[src/rtl/pipe_ctrl_unit_pkg.sv]
// ----------------------------------------------------------------------------
// pipe_ctrl_unit_pkg
// Shared widths, opcode table, ALU/write-back encodings and the control word
// layout for the femtoRV32 pipelined control unit.
// No ports (package).
// ----------------------------------------------------------------------------
package pipe_ctrl_unit_pkg;

    localparam int unsigned OPC_W = 5;
    localparam int unsigned RA_W  = 5;

    // inst[6:2] opcode table
    localparam logic [OPC_W-1:0] OPCODE_LOAD   = 5'b00000;
    localparam logic [OPC_W-1:0] OPCODE_FENCE  = 5'b00011;
    localparam logic [OPC_W-1:0] OPCODE_I      = 5'b00100;
    localparam logic [OPC_W-1:0] OPCODE_AUIPC  = 5'b00101;
    localparam logic [OPC_W-1:0] OPCODE_STORE  = 5'b01000;
    localparam logic [OPC_W-1:0] OPCODE_R      = 5'b01100;
    localparam logic [OPC_W-1:0] OPCODE_LUI    = 5'b01101;
    localparam logic [OPC_W-1:0] OPCODE_BRANCH = 5'b11000;
    localparam logic [OPC_W-1:0] OPCODE_JALR   = 5'b11001;
    localparam logic [OPC_W-1:0] OPCODE_JAL    = 5'b11011;
    localparam logic [OPC_W-1:0] OPCODE_SYSTEM = 5'b11100;

    localparam logic [1:0] ALUOP_ADD    = 2'b00;
    localparam logic [1:0] ALUOP_BRANCH = 2'b01;
    localparam logic [1:0] ALUOP_R      = 2'b10;
    localparam logic [1:0] ALUOP_I      = 2'b11;

    localparam logic [1:0] MEMTOREG_ALU = 2'b00;
    localparam logic [1:0] MEMTOREG_MEM = 2'b01;
    localparam logic [1:0] MEMTOREG_PC4 = 2'b10;

    // Field order fixes bit positions: branch is the MSB, mem_to_reg[1:0] the LSBs.
    // alu_src_1 = 1 selects PC as operand A, alu_src_2 = 1 selects the immediate.
    typedef struct packed {
        logic       branch;
        logic       jump;
        logic       alu_src_1;
        logic       alu_src_2;
        logic [1:0] alu_op;
        logic       mem_read;
        logic       mem_write;
        logic       reg_write;
        logic [1:0] mem_to_reg;
    } ctrl_t;

    localparam int unsigned CTRL_W = $bits(ctrl_t);

    typedef struct packed {
        logic            valid;
        logic            halt;
        logic [RA_W-1:0] rd;
        ctrl_t           ctrl;
    } idex_t;

    typedef struct packed {
        logic            halt;
        logic [RA_W-1:0] rd;
        logic            mem_read;
        logic            mem_write;
        logic            reg_write;
        logic [1:0]      mem_to_reg;
    } exmem_t;

    typedef struct packed {
        logic            halt;
        logic [RA_W-1:0] rd;
        logic            reg_write;
        logic [1:0]      mem_to_reg;
    } memwb_t;

    // All-zero control word: the bubble / NOP encoding.
    function automatic ctrl_t ctrl_nop();
        return ctrl_t'({CTRL_W{1'b0}});
    endfunction

endpackage

[src/rtl/pipe_ctrl_unit_if.sv]
// ----------------------------------------------------------------------------
// pipe_ctrl_unit_if
// Bundles the ID-stage instruction fields, EX flush and all per-stage control
// outputs of the pipelined control unit.
//   master : pipeline side, drives id_* and ex_flush, reads controls
//   slave  : control unit, reads id_* and ex_flush, drives controls
// ----------------------------------------------------------------------------
interface pipe_ctrl_unit_if;
    import pipe_ctrl_unit_pkg::*;

    logic            id_valid;
    logic [OPC_W-1:0] id_opcode;
    logic [2:0]      id_funct3;
    logic [RA_W-1:0] id_rs1;
    logic [RA_W-1:0] id_rs2;
    logic [RA_W-1:0] id_rd;
    logic            ex_flush;

    logic            stall;
    logic            fetch_hold;
    logic            ex_Branch;
    logic            ex_Jump;
    logic            ex_ALUSrc_1;
    logic            ex_ALUSrc_2;
    logic [1:0]      ex_ALUOp;
    logic [RA_W-1:0] ex_rd;
    logic [RA_W-1:0] mem_rd;
    logic [RA_W-1:0] wb_rd;
    logic            mem_MemRead;
    logic            mem_MemWrite;
    logic            wb_RegWrite;
    logic [1:0]      wb_MemtoReg;
    logic            halted;

    modport master (
        output id_valid, id_opcode, id_funct3, id_rs1, id_rs2, id_rd, ex_flush,
        input  stall, fetch_hold, ex_Branch, ex_Jump, ex_ALUSrc_1, ex_ALUSrc_2,
               ex_ALUOp, ex_rd, mem_rd, wb_rd, mem_MemRead, mem_MemWrite,
               wb_RegWrite, wb_MemtoReg, halted
    );

    modport slave (
        input  id_valid, id_opcode, id_funct3, id_rs1, id_rs2, id_rd, ex_flush,
        output stall, fetch_hold, ex_Branch, ex_Jump, ex_ALUSrc_1, ex_ALUSrc_2,
               ex_ALUOp, ex_rd, mem_rd, wb_rd, mem_MemRead, mem_MemWrite,
               wb_RegWrite, wb_MemtoReg, halted
    );

endinterface

[src/rtl/pipe_ctrl_unit_ctrl_decoder.sv]
// ----------------------------------------------------------------------------
// pipe_ctrl_unit_ctrl_decoder
// Purely combinational ID-stage decoder: opcode/funct3 -> control word plus
// register-use flags for hazard detection and the halt (ECALL/EBREAK) flag.
//   valid_i         ID holds a real instruction
//   opcode_i        inst[6:2]
//   funct3_i        inst[14:12]
//   ctrl_c_o        control word (all zero for NOP/unknown/invalid)
//   uses_rs1_c_o    instruction reads rs1
//   uses_rs2_c_o    instruction reads rs2
//   is_halt_c_o     SYSTEM funct3=000 with halting enabled
// ----------------------------------------------------------------------------
module pipe_ctrl_unit_ctrl_decoder
    import pipe_ctrl_unit_pkg::*;
#(
    parameter bit HALT_EN = 1'b1
) (
    input  logic             valid_i,
    input  logic [OPC_W-1:0] opcode_i,
    input  logic [2:0]       funct3_i,
    output ctrl_t            ctrl_c_o,
    output logic             uses_rs1_c_o,
    output logic             uses_rs2_c_o,
    output logic             is_halt_c_o
);

    // Opcode table
    always_comb begin
        ctrl_c_o     = ctrl_nop();
        uses_rs1_c_o = 1'b0;
        uses_rs2_c_o = 1'b0;
        is_halt_c_o  = 1'b0;
        if (valid_i) begin
            case (opcode_i)
                OPCODE_R: begin
                    ctrl_c_o.reg_write  = 1'b1;
                    ctrl_c_o.alu_op     = ALUOP_R;
                    ctrl_c_o.mem_to_reg = MEMTOREG_ALU;
                    uses_rs1_c_o        = 1'b1;
                    uses_rs2_c_o        = 1'b1;
                end
                OPCODE_I: begin
                    ctrl_c_o.reg_write  = 1'b1;
                    ctrl_c_o.alu_src_2  = 1'b1;
                    ctrl_c_o.alu_op     = ALUOP_I;
                    uses_rs1_c_o        = 1'b1;
                end
                OPCODE_LOAD: begin
                    ctrl_c_o.mem_read   = 1'b1;
                    ctrl_c_o.reg_write  = 1'b1;
                    ctrl_c_o.alu_src_2  = 1'b1;
                    ctrl_c_o.alu_op     = ALUOP_ADD;
                    ctrl_c_o.mem_to_reg = MEMTOREG_MEM;
                    uses_rs1_c_o        = 1'b1;
                end
                OPCODE_STORE: begin
                    ctrl_c_o.mem_write  = 1'b1;
                    ctrl_c_o.alu_src_2  = 1'b1;
                    ctrl_c_o.alu_op     = ALUOP_ADD;
                    uses_rs1_c_o        = 1'b1;
                    uses_rs2_c_o        = 1'b1;
                end
                OPCODE_BRANCH: begin
                    ctrl_c_o.branch     = 1'b1;
                    ctrl_c_o.alu_op     = ALUOP_BRANCH;
                    uses_rs1_c_o        = 1'b1;
                    uses_rs2_c_o        = 1'b1;
                end
                OPCODE_JAL: begin
                    ctrl_c_o.jump       = 1'b1;
                    ctrl_c_o.reg_write  = 1'b1;
                    ctrl_c_o.alu_src_1  = 1'b1;
                    ctrl_c_o.alu_src_2  = 1'b1;
                    ctrl_c_o.mem_to_reg = MEMTOREG_PC4;
                end
                OPCODE_JALR: begin
                    ctrl_c_o.jump       = 1'b1;
                    ctrl_c_o.reg_write  = 1'b1;
                    ctrl_c_o.alu_src_2  = 1'b1;
                    ctrl_c_o.mem_to_reg = MEMTOREG_PC4;
                    uses_rs1_c_o        = 1'b1;
                end
                OPCODE_LUI: begin
                    ctrl_c_o.reg_write  = 1'b1;
                    ctrl_c_o.alu_src_2  = 1'b1;
                    ctrl_c_o.alu_op     = ALUOP_ADD;
                end
                OPCODE_AUIPC: begin
                    ctrl_c_o.reg_write  = 1'b1;
                    ctrl_c_o.alu_src_1  = 1'b1;
                    ctrl_c_o.alu_src_2  = 1'b1;
                    ctrl_c_o.alu_op     = ALUOP_ADD;
                end
                OPCODE_SYSTEM: begin
                    // Control word stays NOP; only the halt tag is raised.
                    if (HALT_EN && (funct3_i == 3'b000)) begin
                        is_halt_c_o = 1'b1;
                    end
                end
                OPCODE_FENCE: begin
                    ctrl_c_o = ctrl_nop();
                end
                default: begin
                    ctrl_c_o = ctrl_nop();
                end
            endcase
        end
    end

endmodule

[src/rtl/pipe_ctrl_unit.sv]
// ----------------------------------------------------------------------------
// pipe_ctrl_unit
// Pipelined control unit for the 5-stage femtoRV32 core. Decodes ID, carries
// the control word through ID/EX, EX/MEM and MEM/WB, detects load-use hazards,
// applies EX flushes and tracks ECALL/EBREAK halt until it retires in WB.
//   clk   rising-edge clock
//   rst   synchronous, active-high reset
//   bus   slave side of pipe_ctrl_unit_if (ID fields in, stage controls out)
// ----------------------------------------------------------------------------
module pipe_ctrl_unit
    import pipe_ctrl_unit_pkg::*;
#(
    parameter bit HALT_EN     = 1'b1,
    parameter bit LOAD_USE_EN = 1'b1
) (
    input  logic              clk,
    input  logic              rst,
    pipe_ctrl_unit_if.slave   bus
);

    localparam logic [1:0] ST_RUN     = 2'b00;
    localparam logic [1:0] ST_PENDING = 2'b01;
    localparam logic [1:0] ST_HALTED  = 2'b10;

    logic [1:0] state_q, state_d;
    idex_t      idex_q,  idex_d;
    exmem_t     exmem_q, exmem_d;
    memwb_t     memwb_q, memwb_d;

    ctrl_t dec_ctrl;
    logic  dec_uses_rs1;
    logic  dec_uses_rs2;
    logic  dec_is_halt;

    logic  ex_load;
    logic  rs1_hit;
    logic  rs2_hit;
    logic  stall_c;
    logic  fetch_hold_c;
    logic  take_halt;

    pipe_ctrl_unit_ctrl_decoder #(
        .HALT_EN (HALT_EN)
    ) u_dec (
        .valid_i      (bus.id_valid),
        .opcode_i     (bus.id_opcode),
        .funct3_i     (bus.id_funct3),
        .ctrl_c_o     (dec_ctrl),
        .uses_rs1_c_o (dec_uses_rs1),
        .uses_rs2_c_o (dec_uses_rs2),
        .is_halt_c_o  (dec_is_halt)
    );

    // Load-use detection against the instruction currently in EX
    assign ex_load      = idex_q.valid & idex_q.ctrl.mem_read & (idex_q.rd != '0);
    assign rs1_hit      = dec_uses_rs1 & (idex_q.rd == bus.id_rs1);
    assign rs2_hit      = dec_uses_rs2 & (idex_q.rd == bus.id_rs2);
    assign stall_c      = LOAD_USE_EN & ex_load & (rs1_hit | rs2_hit) & ~bus.ex_flush;
    assign fetch_hold_c = (state_q != ST_RUN);
    // A second halt while one is already pending/retired is ignored (bubbled).
    assign take_halt    = dec_is_halt & ~bus.ex_flush & (state_q == ST_RUN);

    // Next-state: stage advance and halt FSM
    always_comb begin
        idex_d  = '0;
        exmem_d = '0;
        memwb_d = '0;
        state_d = state_q;

        // Flush, stall and halt hold all force a bubble into ID/EX.
        if (bus.id_valid && !bus.ex_flush && !stall_c && !fetch_hold_c) begin
            idex_d.valid = 1'b1;
            idex_d.halt  = dec_is_halt;
            idex_d.rd    = bus.id_rd;
            idex_d.ctrl  = dec_ctrl;
        end

        exmem_d.halt       = idex_q.halt;
        exmem_d.rd         = idex_q.rd;
        exmem_d.mem_read   = idex_q.ctrl.mem_read;
        exmem_d.mem_write  = idex_q.ctrl.mem_write;
        exmem_d.reg_write  = idex_q.ctrl.reg_write;
        exmem_d.mem_to_reg = idex_q.ctrl.mem_to_reg;

        memwb_d.halt       = exmem_q.halt;
        memwb_d.rd         = exmem_q.rd;
        memwb_d.reg_write  = exmem_q.reg_write;
        memwb_d.mem_to_reg = exmem_q.mem_to_reg;

        case (state_q)
            ST_RUN:     if (take_halt)    state_d = ST_PENDING;
            ST_PENDING: if (memwb_q.halt) state_d = ST_HALTED;
            ST_HALTED:  state_d = ST_HALTED;
            default:    state_d = ST_RUN;
        endcase
    end

    // Stage registers and FSM state
    always_ff @(posedge clk) begin
        if (rst) begin
            state_q <= ST_RUN;
            idex_q  <= '0;
            exmem_q <= '0;
            memwb_q <= '0;
        end else begin
            state_q <= state_d;
            idex_q  <= idex_d;
            exmem_q <= exmem_d;
            memwb_q <= memwb_d;
        end
    end

    assign bus.stall        = stall_c;
    assign bus.fetch_hold   = fetch_hold_c;
    assign bus.halted       = (state_q == ST_HALTED);
    assign bus.ex_Branch    = idex_q.ctrl.branch;
    assign bus.ex_Jump      = idex_q.ctrl.jump;
    assign bus.ex_ALUSrc_1  = idex_q.ctrl.alu_src_1;
    assign bus.ex_ALUSrc_2  = idex_q.ctrl.alu_src_2;
    assign bus.ex_ALUOp     = idex_q.ctrl.alu_op;
    assign bus.ex_rd        = idex_q.rd;
    assign bus.mem_rd       = exmem_q.rd;
    assign bus.mem_MemRead  = exmem_q.mem_read;
    assign bus.mem_MemWrite = exmem_q.mem_write;
    assign bus.wb_rd        = memwb_q.rd;
    assign bus.wb_RegWrite  = memwb_q.reg_write;
    assign bus.wb_MemtoReg  = memwb_q.mem_to_reg;

endmodule

[src/flat_wrapper.sv]
// flat-port wrapper written by rule: the top's interface ports become plain ports
module pipe_ctrl_unit_flat import pipe_ctrl_unit_pkg::*;
#(
    parameter bit HALT_EN     = 1'b1,
    parameter bit LOAD_USE_EN = 1'b1
)
  (clk, rst, bus_id_valid, bus_id_opcode, bus_id_funct3, bus_id_rs1, bus_id_rs2, bus_id_rd, bus_ex_flush, bus_stall, bus_fetch_hold, bus_ex_Branch, bus_ex_Jump, bus_ex_ALUSrc_1, bus_ex_ALUSrc_2, bus_ex_ALUOp, bus_ex_rd, bus_mem_rd, bus_wb_rd, bus_mem_MemRead, bus_mem_MemWrite, bus_wb_RegWrite, bus_wb_MemtoReg, bus_halted);
  pipe_ctrl_unit_if bus_i ();
  input  logic clk;
  input  logic rst;
  input wire logic [$bits(bus_i.id_valid)-1:0] bus_id_valid;
  input wire logic [$bits(bus_i.id_opcode)-1:0] bus_id_opcode;
  input wire logic [$bits(bus_i.id_funct3)-1:0] bus_id_funct3;
  input wire logic [$bits(bus_i.id_rs1)-1:0] bus_id_rs1;
  input wire logic [$bits(bus_i.id_rs2)-1:0] bus_id_rs2;
  input wire logic [$bits(bus_i.id_rd)-1:0] bus_id_rd;
  input wire logic [$bits(bus_i.ex_flush)-1:0] bus_ex_flush;
  output wire logic [$bits(bus_i.stall)-1:0] bus_stall;
  output wire logic [$bits(bus_i.fetch_hold)-1:0] bus_fetch_hold;
  output wire logic [$bits(bus_i.ex_Branch)-1:0] bus_ex_Branch;
  output wire logic [$bits(bus_i.ex_Jump)-1:0] bus_ex_Jump;
  output wire logic [$bits(bus_i.ex_ALUSrc_1)-1:0] bus_ex_ALUSrc_1;
  output wire logic [$bits(bus_i.ex_ALUSrc_2)-1:0] bus_ex_ALUSrc_2;
  output wire logic [$bits(bus_i.ex_ALUOp)-1:0] bus_ex_ALUOp;
  output wire logic [$bits(bus_i.ex_rd)-1:0] bus_ex_rd;
  output wire logic [$bits(bus_i.mem_rd)-1:0] bus_mem_rd;
  output wire logic [$bits(bus_i.wb_rd)-1:0] bus_wb_rd;
  output wire logic [$bits(bus_i.mem_MemRead)-1:0] bus_mem_MemRead;
  output wire logic [$bits(bus_i.mem_MemWrite)-1:0] bus_mem_MemWrite;
  output wire logic [$bits(bus_i.wb_RegWrite)-1:0] bus_wb_RegWrite;
  output wire logic [$bits(bus_i.wb_MemtoReg)-1:0] bus_wb_MemtoReg;
  output wire logic [$bits(bus_i.halted)-1:0] bus_halted;
  assign bus_i.id_valid = bus_id_valid;
  assign bus_i.id_opcode = bus_id_opcode;
  assign bus_i.id_funct3 = bus_id_funct3;
  assign bus_i.id_rs1 = bus_id_rs1;
  assign bus_i.id_rs2 = bus_id_rs2;
  assign bus_i.id_rd = bus_id_rd;
  assign bus_i.ex_flush = bus_ex_flush;
  assign bus_stall = bus_i.stall;
  assign bus_fetch_hold = bus_i.fetch_hold;
  assign bus_ex_Branch = bus_i.ex_Branch;
  assign bus_ex_Jump = bus_i.ex_Jump;
  assign bus_ex_ALUSrc_1 = bus_i.ex_ALUSrc_1;
  assign bus_ex_ALUSrc_2 = bus_i.ex_ALUSrc_2;
  assign bus_ex_ALUOp = bus_i.ex_ALUOp;
  assign bus_ex_rd = bus_i.ex_rd;
  assign bus_mem_rd = bus_i.mem_rd;
  assign bus_wb_rd = bus_i.wb_rd;
  assign bus_mem_MemRead = bus_i.mem_MemRead;
  assign bus_mem_MemWrite = bus_i.mem_MemWrite;
  assign bus_wb_RegWrite = bus_i.wb_RegWrite;
  assign bus_wb_MemtoReg = bus_i.wb_MemtoReg;
  assign bus_halted = bus_i.halted;
  pipe_ctrl_unit #(.HALT_EN(HALT_EN), .LOAD_USE_EN(LOAD_USE_EN)) u_core (.clk(clk), .rst(rst), .bus(bus_i));
endmodule
[config.mk]
export PLATFORM = sky130hd
export DESIGN_NAME = pipe_ctrl_unit_flat
export DESIGN_NICKNAME = d
export VERILOG_FILES = /design/src/rtl/pipe_ctrl_unit_pkg.sv /design/src/rtl/pipe_ctrl_unit_if.sv /design/src/rtl/pipe_ctrl_unit_ctrl_decoder.sv /design/src/rtl/pipe_ctrl_unit.sv /design/src/flat_wrapper.sv
export SDC_FILE = /design/constraint.sdc
export NUM_CORES = 1
export LEC_CHECK = 0
export BUFFER_PORTS_ARGS = -buffer_cell sky130_fd_sc_hd__buf_2
export CAP_MARGIN = 20
export CORE_UTILIZATION = 35
export CTS_BUF_LIST = sky130_fd_sc_hd__clkbuf_8
export CTS_CLUSTER_SIZE = 24
export DETAILED_ROUTE_END_ITERATION = 8
export PLACE_DENSITY = 0.7
export SLEW_MARGIN = 10
export SYNTH_ARGS = -nofsm -noshare
export SYNTH_HDL_FRONTEND = slang
export SYNTH_SLANG_ARGS = --single-unit
export TNS_END_PERCENT = 10
[constraint.sdc]
create_clock -name clk -period 2.8 [get_ports clk]
set_clock_uncertainty 0.2 [all_clocks]
set_input_delay 0.56 -clock clk [delete_from_list [all_inputs] [get_ports clk]]
set_output_delay 0.56 -clock clk [all_outputs]
set_load 0.01 [all_outputs]
==> out/qor.yml <==
status:
  outcome: "finished, final reports clean"
route:
  viasPerCell: 4.610
  first_iter_violations: 75
  wirelength_um: 3132
  num_vias: 1194
  wire_per_inst_um: 12.09
  drtPass1Iterations: 5
  drc: 0
  postRouteAntennaNets: 0
worst_setup_path:
  worst_setup_path_end_kind: "primary output"
  worstSetupStartpointType: "input port"
  crit_type: "in2out"
  cp_max_fo: 12
  worst_ep_required_time_ps: 2040
  crit_arrival_ps: 1680
layout:
  areaGrowthSynthToFinish_pct: 18.48
  multi_input_area_um2: 621.8
  final_cell_mix: "buf_2, dfxtp_1, nor2b_1, nor2_1, inv_1"
  fillers: 438
  register_area_um2: 800.8
  final_area_um2: 1933
  drive_above_1_share: 0.3382
  stdcell_count: 259
  final_common_cell: "buf_2"
  fin_nets: 237
  n_antenna_cell: 0
floorplan:
  ios: 56
  dieArea_um2: 4939
  die_w_um: 70.28
  die_y_um: 70.28
  rows: 24
  core_area_um2: 4414
  initial_utilization: 0.3696
timing:
  fin_ws_ps: 355.1
  worst_pin_slew_ps: 422.9
  relSlewSlack: 0.7180
  post-route-period-util: 0.8732
  fin_tns_setup_ps: 0
  timing.hold.ws_ps: 240.1
  min_period_ps: 2445
  max_freq_mhz: 409.0
  setup_violations: 0
  rsz0062_at_grt: "false"
  finalHoldViolCount: 0
  slew_viol_final: 0
place:
  placedCellCount: 251
  gp_congestion: 0.7591
  dp_hpwl_um: 2275
  place_ws_ps: 366.6
  io_buffers: 55
  post_dp_cell_area_um2: 1812
global_routing:
  grt_max_degree: 25
  grt_pass1_wl_um: 4988
  grt_use_total: 0.1355
  antenna_found_initial: 0
  grt_overflow_total: 0
  grt_pass1_vias: 1061
power:
  internal_power_uw: 899.1
  p_per_area_nw_per_um2: 591.1
  p_leak_uw: 0.0008982
  peakVddDrop_v: 0.0003224
  p_sw_uw: 243.7
  clockPowerShare: 0.431
  p_seq_frac: 0.507
  sw_frac_of_total: 0.2132
  power.share.combinational: 0.063
synth:
  yosysWarnings: 0
  syn_nets: 198
  netlist_area_um2: 1632
  ys_ff_latch: 40
  synth_cell_types: 38
  syn_area_per_cell_um2: 9.770
  seq_area_frac_synth: 0.4908
  netlist_instances: 167
clocking:
  cts.sinks: 40
  cts-resized-gates: 0
  clockRootBuffer: "clkbuf_8"
  cts_buffers: 5
  clkSlewWorstSetupHoldPaths_ps: 70
  clkLatencyLatePin_ps: 290
  tritoncts: "built"
  h-tree-depth: 2
  clockBufferDepth: 2
  postCtsSetupBuffers: 0
  ctsHoldBuffers: 0
worst_hold_path:
  hold_class: "reg2reg"
run:
  maxCapViolCount: 0
[synth_stat cells]
library cell	instances	share of area
xor2_1	2	0.011
nor2b_1	19	0.073
mux2i_1	2	0.012
o21ai_0	2	0.0061
a21oi_4	1	0.010
o2111ai_2	1	0.0092
a32o_1	1	0.0061
dfxtp_1	40	0.49
xnor2_1	5	0.027
and3_1	2	0.0077
or4_1	1	0.0046
nand2b_1	1	0.0038
nand3_1	1	0.0031
a22oi_1	1	0.0046
nor3_2	2	0.012
o2111a_1	1	0.0069
nand4_1	2	0.0077
nor3b_2	1	0.0077
nand4b_1	1	0.0054
ha_1	4	0.031
nand3b_1	1	0.0046
nand2_1	8	0.018
buf_2	2	0.0061
inv_1	9	0.021
a222oi_1	1	0.0061
and3b_1	1	0.0054
nor2_1	17	0.039
nor3_1	3	0.0092
nor4_1	3	0.012
a211oi_1	2	0.0092
nor4b_1	1	0.0054
clkbuf_1	3	0.0069
a21oi_1	2	0.0061
buf_6	1	0.0069
o22ai_1	1	0.0038
nor3b_1	2	0.0092
a21o_1	1	0.0046
buf_4	19	0.087
[final timing paths]
path	from	endpoint	slack (ps)	depth (start not counted)
hold / removal	u_core.exmem_d[1]	u_core.exmem_q[1]	240	1
hold reg to reg	u_core.exmem_d[1]	u_core.exmem_q[1]	240	1
setup / recovery	bus_id_opcode[2]	bus_stall	360	6
setup reg to reg	u_core.bus.ex_rd[2]	u_core.bus.ex_ALUOp[1]	770	5
[kinds of logic (layout without fill, tap and decap cells)]
logic type	Yosys count	in the layout	synth area share
mux	2	2	0.01227
fa+ha+maj	4	4	0.03068
flops	40	40	0.4908
buf+inv	34	74	0.1281
simple gates	66	66	0.2278
compound gates	14	14	0.07286
xor+xnor	7	7	0.03758
[sequential cells by signal, summed over array words and instances (netlist names)]
name / count
u_core.exmem_d: 6
u_core.bus.ex_rd: 5
u_core.bus.mem_rd: 5
u_core.bus.wb_rd: 5
u_core.exmem_q: 4
u_core.bus.ex_ALUOp: 2
u_core.bus.wb_MemtoReg: 2
u_core.state_q: 2
u_core.bus.ex_ALUSrc_1: 1
u_core.bus.ex_ALUSrc_2: 1
u_core.bus.ex_Branch: 1
u_core.bus.ex_Jump: 1
u_core.bus.mem_MemRead: 1
u_core.bus.mem_MemWrite: 1
u_core.bus.wb_RegWrite: 1
u_core.idex_q: 1
u_core.memwb_q: 1
[critical path, cell delays in order]
cell,delay [ps]
buf_2,160
and3b_1,330
nor2_1,70
nand4b_1,230
a21oi_4,180
buf_2,140
[area by class of cell]
type                            instances  area share
Multi-Input combinational cell         93      0.3217
Inverter                                9     0.01748
Clock buffer                            6     0.04272
Tap cell                               52     0.03366
Sequential cell                        40      0.4142
Clock inverter                          2     0.02006
Timing Repair Buffer                   57      0.1502
[through the flow]
step / util / total power (uW)
after floorplan: - / 634.6
after global placement: 0.4104 / 663.2
after detailed placement: 0.4104 / 663.8
after CTS: 0.4379 / 1154
after global routing: 0.4379 / 1187
final: 0.4379 / 1143
[power groups by stage]
stage | logic, uW | clock network, uW | registers [uW]
after floorplan | 43.5 | 0 | 591
after global placement | 70.9 | 0 | 592
after detailed placement | 71.4 | 0 | 592
after CTS | 71.7 | 503 | 579
after global routing | 79.4 | 528 | 580
final | 71.9 | 492 | 579
[routing by layer]
layer / GRT usage / part of all wire
met5: 0 / 0
met1: 0.1772 / 0.48
met2: 0.1926 / 0.40
met4: 0.06667 / 0.021
met3: 0.05339 / 0.092
(Power assumes the default switching activity.)
